--- src/rtl/percent_to_quad.sv ---
// Percent-to-quad: successive-approximation sqrt of p<<8 picks k, then emits centered 4k x 3k corners.
// Latency 9 clocks start-to-done, fixed; start is ignored while busy, with no queuing.
module percent_to_quad (
    input  logic       clk,
    input  logic       reset_n,
    input  logic       start,
    input  logic [6:0] percent_kept,
    output logic       busy,
    output logic       done,
    output logic [7:0] scale_k,
    output logic [9:0] x1,
    output logic [9:0] x2,
    output logic [9:0] x3,
    output logic [9:0] x4,
    output logic [8:0] y1,
    output logic [8:0] y2,
    output logic [8:0] y3,
    output logic [8:0] y4
);

    typedef enum logic [1:0] {
        IDLE,
        SEARCH,
        CORNERS
    } state_t;

    state_t      state;
    logic [6:0]  p_reg;
    logic [7:0]  k_acc;
    logic [2:0]  bit_idx;

    logic [6:0]  p_clamped;
    logic [7:0]  trial;
    logic [15:0] trial_sq;
    logic [15:0] target;
    logic        accept;

    logic [10:0] k_w;
    logic [10:0] two_k;
    logic [10:0] three_k;
    logic [10:0] half_3k;
    logic [10:0] xl_w;
    logic [10:0] xr_w;
    logic [10:0] yt_w;
    logic [10:0] yb_w;
    logic [9:0]  xl;
    logic [9:0]  xr;
    logic [8:0]  yt;
    logic [8:0]  yb;

    function automatic logic [9:0] clamp_x(input logic [10:0] v);
        clamp_x = (v > 11'd639) ? 10'd639 : v[9:0];
    endfunction

    function automatic logic [8:0] clamp_y(input logic [10:0] v);
        clamp_y = (v > 11'd479) ? 9'd479 : v[8:0];
    endfunction

    always_comb begin
        p_clamped = (percent_kept > 7'd100) ? 7'd100 : percent_kept;
        trial     = k_acc | (8'd1 << bit_idx);
        trial_sq  = {8'd0, trial} * {8'd0, trial};
        target    = {1'b0, p_reg, 8'd0};
        accept    = (trial <= 8'd160) && (trial_sq <= target);
    end

    // Height split: the top half gets floor(3k/2), the bottom gets the remainder.
    always_comb begin
        k_w     = {3'd0, k_acc};
        two_k   = k_w << 1;
        three_k = k_w * 11'd3;
        half_3k = three_k >> 1;
        xl_w    = 11'd320 - two_k;
        xr_w    = 11'd320 + two_k;
        yt_w    = 11'd240 - half_3k;
        yb_w    = 11'd240 + three_k - half_3k;
        xl      = clamp_x(xl_w);
        xr      = clamp_x(xr_w);
        yt      = clamp_y(yt_w);
        yb      = clamp_y(yb_w);
    end

    always_ff @(posedge clk) begin
        if (!reset_n) begin
            state   <= IDLE;
            p_reg   <= 7'd0;
            k_acc   <= 8'd0;
            bit_idx <= 3'd0;
            busy    <= 1'b0;
            done    <= 1'b0;
            scale_k <= 8'd160;
            x1      <= 10'd0;
            y1      <= 9'd0;
            x2      <= 10'd639;
            y2      <= 9'd0;
            x3      <= 10'd639;
            y3      <= 9'd479;
            x4      <= 10'd0;
            y4      <= 9'd479;
        end else begin
            done <= 1'b0;
            case (state)
                IDLE: begin
                    if (start) begin
                        p_reg   <= p_clamped;
                        k_acc   <= 8'd0;
                        bit_idx <= 3'd7;
                        busy    <= 1'b1;
                        state   <= SEARCH;
                    end
                end
                SEARCH: begin
                    if (accept) begin
                        k_acc <= trial;
                    end
                    if (bit_idx == 3'd0) begin
                        state <= CORNERS;
                    end else begin
                        bit_idx <= bit_idx - 3'd1;
                    end
                end
                CORNERS: begin
                    scale_k <= k_acc;
                    x1      <= xl;
                    y1      <= yt;
                    x2      <= xr;
                    y2      <= yt;
                    x3      <= xr;
                    y3      <= yb;
                    x4      <= xl;
                    y4      <= yb;
                    done    <= 1'b1;
                    busy    <= 1'b0;
                    state   <= IDLE;
                end
                default: begin
                    state <= IDLE;
                    busy  <= 1'b0;
                end
            endcase
        end
    end

endmodule

--- config.mk ---
export PLATFORM = sky130hd
export DESIGN_NAME = percent_to_quad
export DESIGN_NICKNAME = d
export VERILOG_FILES = /design/src/rtl/percent_to_quad.sv
export SDC_FILE = /design/constraint.sdc
export NUM_CORES = 1
export LEC_CHECK = 0
export CAP_MARGIN = 20
export CELL_PAD_IN_SITES_DETAIL_PLACEMENT = 1
export CELL_PAD_IN_SITES_GLOBAL_PLACEMENT = 1
export CORE_ASPECT_RATIO = 1.25
export CORE_MARGIN = 3
export CORE_UTILIZATION = 40
export CTS_CLUSTER_DIAMETER = 120
export CTS_CLUSTER_SIZE = 40
export DETAILED_ROUTE_END_ITERATION = 10
export HOLD_SLACK_MARGIN = 0.03
export PLACE_DENSITY_LB_ADDON = 0.1
export SKIP_CTS_REPAIR_TIMING = 1
export SLEW_MARGIN = 10
export SYNTH_ARGS = -nofsm -noshare
export SYNTH_HDL_FRONTEND = slang
export SYNTH_SLANG_ARGS = --single-unit
--- constraint.sdc ---
create_clock -name clk -period 7.25 [get_ports clk]
set_input_delay 2.175 -clock clk [delete_from_list [all_inputs] [get_ports clk]]
set_output_delay 2.175 -clock clk [all_outputs]
set_load 0.1 [all_outputs]
==> results of run 1 <==
-- worst max-delay path by stage --
| stage | endpoint | slack, ns | cells past startpoint |
|---|---|---|---|
| finish | k_acc[3]$_SDFFE_PN0P_ | 0.50 | 26 |
| global route | k_acc[2]$_SDFFE_PN0P_ | 0.006 | 26 |
| CTS | k_acc[2]$_SDFFE_PN0P_ | 0.39 | 26 |
| detailed placement | k_acc[2]$_SDFFE_PN0P_ | 0.45 | 26 |
| global placement | k_acc[2]$_SDFFE_PN0P_ | 0.83 | 26 |
| floorplan | k_acc[1]$_SDFFE_PN0P_ | 1.45 | 26 |
-- worst max-delay path, cell delays in order (launching register included) --
cell and delay [ns]:
dfxtp_1 0.39, inv_1 0.10, ha_1 0.25, a21oi_2 0.26, clkinv_1 0.32, nand2_1 0.20, inv_1 0.07, fa_1 0.48
inv_1 0.06, fa_1 0.50, fa_1 0.52, fa_1 0.55, inv_1 0.04, ha_1 0.31, o21ai_0 0.12, a21oi_1 0.12
a31oi_1 0.27, o21ai_0 0.12, a21oi_1 0.19, xnor2_1 0.09, ha_1 0.32, nand4b_1 0.14, nor4_1 0.36, nand2_1 0.11
o22ai_1 0.16, o311a_2 0.37, mux2i_1 0.25
-- layout make-up --
type	instances	area [µm²]
Fill cell	1753	7433
Sequential cell	67	1341
Inverter	77	289.0
Clock buffer	9	225.2
Tap cell	178	222.7
Multi-Input combinational cell	522	3955
Clock inverter	7	75.07
Timing Repair Buffer	100	988.4
-- synthesized netlist by cell type (all sizes together) (3+ instances only) --
library cell,n
a21oi,42
fa,24
mux2i,7
nor3,8
or2,3
o21a,7
or3,4
a211oi,5
clkbuf,15
buf,44
nand3,15
nor2b,14
o21bai,5
a31oi,10
ha,85
nand2,93
inv,75
xor2,12
and2,6
nand3b,5
o22a,3
nor2,47
a21o,6
dfxtp,67
xnor2,27
a21boi,18
a22oi,3
nand2b,7
o211ai,4
o21ai,36
-- per-layer routing --
| metal | share of wire | global-route usage |
|---|---|---|
| met1 | 0.38 | 0.2068 |
| met2 | 0.55 | 0.3866 |
| met3 | 0.028 | 0.03658 |
| met4 | 0.040 | 0.09394 |
| met5 | 0 | 0 |
-- power by group --
group          total, µW  internal, µW  leakage (µW)  switching (µW)
Clock                445           268      0.000138             177
Combinational        438           129       0.00234             309
Sequential           403           386      0.000544            16.4
-- kinds of logic after synthesis --
group	share of synthesized area
and+or+nand+nor	0.1627
AOI/OAI and AO/OA	0.1698
buffers and inverters	0.1132
adders and majority gates	0.2587
DFF	0.2247
xor gates and xnor gates	0.05723
muxes	0.01363
-- stage by stage --
stage / util / setup slack [ns] / std cells / total power (µW)
after global placement: 0.4677 / 0.8306 / 944 / 837.0
final: 0.4884 / 0.4965 / 960 / 1286
after floorplan: - / 1.447 / 725 / 750.3
after global routing: 0.4884 / 0.005625 / 960 / 1355
after CTS: 0.4883 / 0.3852 / 960 / 1303
after detailed placement: 0.4677 / 0.4502 / 944 / 851.9
==> flow_summary_export.csv, run 1 <==
group,metric,value,unit
outcome,status,"finished clean",
global_routing,grt_use_total,0.2014,
worst_hold_path,hp-start,"x3[0]$_SDFFE_PN1P_",
setup_path,start_kind,"flip-flop",
synthesis,yosysTopAreaCell,"dfxtp_1",
clock_network,cts.clk_slew.worst_paths,0.06,ns
finish,fin_area,7097,µm²
route,via_per_inst,5.222,
route,drc,0,
finish,mostFrequentLayoutCells,"clkdlybuf4s50_1 (95), nand2_1 (93), ha_1 (85), inv_1 (73), dfxtp_1 (67)",
floorplan,die_height,142.6,µm
finish,drive_gt1_frac,0.04859,
global_routing,grt_pass1_wl,26340,µm
synthesis,syn_inst,725,
sta,skew,0.005530,ns
clock_network,numCtsBuffers,9,
clock_network,tritoncts,"done",
power_and_ir_drop,powerDensity,181.2,nW/µm²
setup_path,cp.required,7.51,ns
route,num_vias,5013,
floorplan,dieArea,16430,µm²
sta,max-slew-margin-rel,0.3334,
route,ant_nets,0,
setup_path,end_kind,"flip-flop",
synthesis,postSynthAreaPerCell,8.232,µm²
placed_design,postPlaceCellArea,6795,µm²
synthesis,ys_seq_area_frac,0.2247,
synthesis,ys.flop_type,"dfxtp_1",
synthesis,yosys_warnings,0,
route,drtIter0Drc,204,
placed_design,dp_hpwl,13120,µm
placed_design,place_congestion,0.8657,
synthesis,synth_edf_count,0,
sta,drv_slew,0,
synthesis,async_reset_ff_frac,0,
power_and_ir_drop,vdd_drop_max,0.00009843,V
synthesis,ys_top_cells_by_area,"dfxtp_1 (22%), ha_1 (18%), fa_1 (8.1%)",
setup_path,worst_ep_arrival_time,7.01,ns
setup_path,reg2regPathDepth,26,
finish,layout_commonest_cell,"clkdlybuf4s50_1",
clock_network,ctsLongestPathBuffers,2,
floorplan,coreArea,14530,µm²
global_routing,grt-ovfl-total,0,
setup_path,reg2reg_slack,0.50,ns
setup_path,r2r_end,"k_acc[3]$_SDFFE_PN0P_",
finish,layout.nets,896,
sta,whs,0.4680,ns
sta,fmax,148.1,MHz
clock_network,cts_sinks,67,
sta,finalCritPeriodShare,0.9315,
run,cap_violations,0,
setup_path,cp-startpoint,"bit_idx[1]$_SDFFE_PN0P_",
finish,largest_reg_flops,10,
worst_hold_path,hold-path-endpoint,"x3[0]$_SDFFE_PN1P_",
route,drt_first_pass_iters,4,
clock_network,clkLatencyLatePin,0.34,ns
route,wl,15900,µm
floorplan,num_io_pins,96,
power_and_ir_drop,leakage,0.003026,µW
clock_network,clockRootBuffer,"clkbuf_16",
finish,syn2layout_area_growth,18.91,%
sta,setup_viol,0,
placed_design,portBuffers,95,
global_routing,grt_max_degree,36,
finish,n_antenna_cell,0,
clock_network,cts_max_level,3,
synthesis,syn_nets,844,
synthesis,ys_types,61,
sta,rsz0062_at_grt,"no",
sta,finalHoldViolCount,0,
route,wl_per_cell,16.56,µm
sta,fin_setup_tns,0,ns
global_routing,antenna_found_initial,0,
setup_path,r2r-start,"bit_idx[1]$_SDFFE_PN0P_",
sta,period_minus_slack,6.754,ns
finish,largest-register,"x3",
sta,tightest_slew,0.9968,ns
worst_hold_path,hp-class,"flip-flop to flip-flop",
synthesis,synth_area,5968,µm²
floorplan,initial_core_util,0.4107,
synthesis,ys_ff_latch,67,
setup_path,worstPathMaxFanout,10,
global_routing,grt_pass1_vias,5449,
setup_path,crit_type,"flip-flop to flip-flop",
synthesis,synth_top_area_frac,0.2247,
worst_hold_path,holdPathStages,2,
floorplan,row_count,49,
floorplan,die_w,115.3,µm
(Power assumes the default switching activity.)
==> run 2, diff against run 1 <==
ABC_CLOCK_PERIOD_IN_PS = 7250   (was not set)
==> results of run 2 <==
Same layout as run 1: the final DEF is identical, and so are final timing and power.
==> run 3, diff against run 2 <==
ABC_CLOCK_PERIOD_IN_PS = 6700   (was 7250)
clock period = 6.7 ns   (was 7.25 ns; I/O delays follow)
==> run 3 against run 2 <==
Effect of this change:
- critical endpoint is now k_acc[2]$_SDFFE_PN0P_
- sequential share of layout area is 0.42 points lower
- clock power grew 33%
- cell count up 0.52%
- power is 17% higher
- count of clock-buffer cells in the layout unchanged
- critical path depth down 1
==> flow_summary_export.csv, run 3 (synthesis gave the netlist of run 1 again) <==
group,metric,value,unit
outcome,status,"finished clean",
placed_design,pre_cts_slack,0.08527,ns
route,wl_per_cell,16.55,µm
finish,mostFrequentLayoutCells,"clkdlybuf4s50_1 (95), nand2_1 (93), ha_1 (85), inv_1 (73), dfxtp_1 (67)",
global_routing,grt_use_total,0.2034,
placed_design,portBuffers,95,
clock_network,cts.clk_slew.worst_paths,0.06,ns
setup_path,cp_common_cell,"fa_1",
floorplan,row_count,49,
finish,layout_commonest_cell,"clkdlybuf4s50_1",
floorplan,coreArea,14530,µm²
clock_network,cts_sinks,67,
setup_path,cp.required,6.97,ns
sta,fmax,159.0,MHz
global_routing,grt_max_degree,49,
floorplan,initial_core_util,0.4107,
power_and_ir_drop,comb_power_share,0.319,
setup_path,path_buf_inv,5,
finish,drive_gt1_frac,0.06353,
power_and_ir_drop,sequentialPowerShare,0.290,
global_routing,grt_pass1_vias,5440,
route,drtIter0Drc,181,
setup_path,crit_type,"flip-flop to flip-flop",
sta,rsz0062_at_grt,"no",
power_and_ir_drop,pwr-share-clk,0.391,
power_and_ir_drop,p_switching,541.7,µW
sta,whs,0.4646,ns
global_routing,grt_pass1_wl,26480,µm
clock_network,clkLatencyLatePin,0.35,ns
floorplan,num_io_pins,96,
finish,fin_area,7257,µm²
placed_design,dp_hpwl,12910,µm
route,drc,0,
route,drt_first_pass_iters,5,
sta,setup_viol,0,
sta,finalHoldViolCount,0,
setup_path,worst_ep_arrival_time,6.56,ns
floorplan,die_height,142.6,µm
setup_path,end_kind,"flip-flop",
placed_design,place_congestion,0.8977,
setup_path,cpLargestDelayFamily,"adder cells",
placed_design,postPlaceCellArea,6833,µm²
power_and_ir_drop,vdd_drop_max,0.00009473,V
worst_hold_path,hp-class,"flip-flop to flip-flop",
sta,tightest_slew,0.9956,ns
finish,n_antenna_cell,0,
power_and_ir_drop,switching_share,0.3595,
sta,skew,0.008327,ns
clock_network,clockRootBuffer,"clkbuf_16",
power_and_ir_drop,power.internal,965.2,µW
clock_network,tritoncts,"done",
route,via_per_inst,5.294,
power_and_ir_drop,leakage,0.003118,µW
clock_network,ctsLongestPathBuffers,2,
sta,max-slew-margin-rel,0.3342,
floorplan,die_w,115.3,µm
route,ant_nets,0,
clock_network,numCtsBuffers,9,
global_routing,antenna_found_initial,0,
route,wl,15970,µm
finish,largest-register,"x3",
sta,drv_slew,0,
floorplan,dieArea,16430,µm²
sta,finalCritPeriodShare,0.9385,
finish,syn2layout_area_growth,21.59,%
setup_path,start_kind,"flip-flop",
global_routing,grt-ovfl-total,0,
clock_network,cts_max_level,3,
setup_path,cpPeakStageDelay,0.57,ns
finish,final_core_util,0.4994,
finish,largest_reg_flops,10,
run,cap_violations,0,
setup_path,worstPathMaxFanout,9,
sta,period_minus_slack,6.288,ns
power_and_ir_drop,powerDensity,207.6,nW/µm²
sta,fin_ws,0.4118,ns
finish,layout.nets,902,
setup_path,slowest_stage,"dfxtp_1",
route,num_vias,5109,
## run 3: cell type report
cell class / instances / area, µm²
well taps: 178 / 222.7
inverters: 77 / 292.8
fillers: 1750 / 7273
clock buffers: 9 / 225.2
multi-input cells: 522 / 4004
repair buffers: 106 / 1033
clock inverters: 6 / 137.6
flip-flops and latches: 67 / 1341
## run 3: power by group through the flow
stage	clock network, µW	registers (µW)	logic [µW]
floorplan	0	522	290
global placement	0	443	463
detailed placement	0	445	475
CTS	605	436	479
global route	624	440	521
finish	590	437	481
## run 3: path summary, 6_finish.rpt
| path | start | endpoint | slack [ns] | depth (start not counted) |
|---|---|---|---|---|
| worst max-delay path | bit_idx[2]$_SDFFE_PN0P_ | k_acc[2]$_SDFFE_PN0P_ | 0.41 | 25 |
| worst min-delay path | x3[0]$_SDFFE_PN1P_ | x3[0]$_SDFFE_PN1P_ | 0.46 | 2 |
| worst max register to register | bit_idx[2]$_SDFFE_PN0P_ | k_acc[2]$_SDFFE_PN0P_ | 0.41 | 25 |
| worst min register to register | x3[0]$_SDFFE_PN1P_ | x3[0]$_SDFFE_PN1P_ | 0.46 | 2 |
## run 3: per-stage QoR
step                setup TNS [ns]  std cells  total power (µW)
global placement                 0        949             906.2
floorplan                        0        725             811.9
global route                     0        965              1585
finish                           0        965              1507
CTS                      -0.003671        964              1520
detailed placement               0        949             920.0
## run 3: worst reg2reg max path, stage by stage, from the launching register on
cell	delay, ns
dfxtp_1	0.57
inv_2	0.14
a21oi_2	0.31
inv_2	0.16
nand2_1	0.13
inv_1	0.06
fa_1	0.48
inv_1	0.06
fa_1	0.50
fa_1	0.52
fa_1	0.55
inv_1	0.04
ha_1	0.20
nor2_1	0.19
o211ai_1	0.17
a31oi_2	0.27
o21ai_0	0.12
a21oi_1	0.21
xnor2_1	0.09
ha_1	0.30
nand4b_1	0.11
nor4_1	0.25
nand2_1	0.08
o22ai_1	0.18
o311a_4	0.33
mux2i_1	0.21
## run 3: routing by layer
layer / wire [µm] / up-vias / part of all wire / global-route usage
li1: - / 2496 / - / -
met1: 6274 / 2498 / 0.39 / 0.2129
met2: 8793 / 89 / 0.55 / 0.3909
met3: 406 / 26 / 0.025 / 0.03615
met4: 497 / 0 / 0.031 / 0.08529
met5: 0 / - / 0 / 0
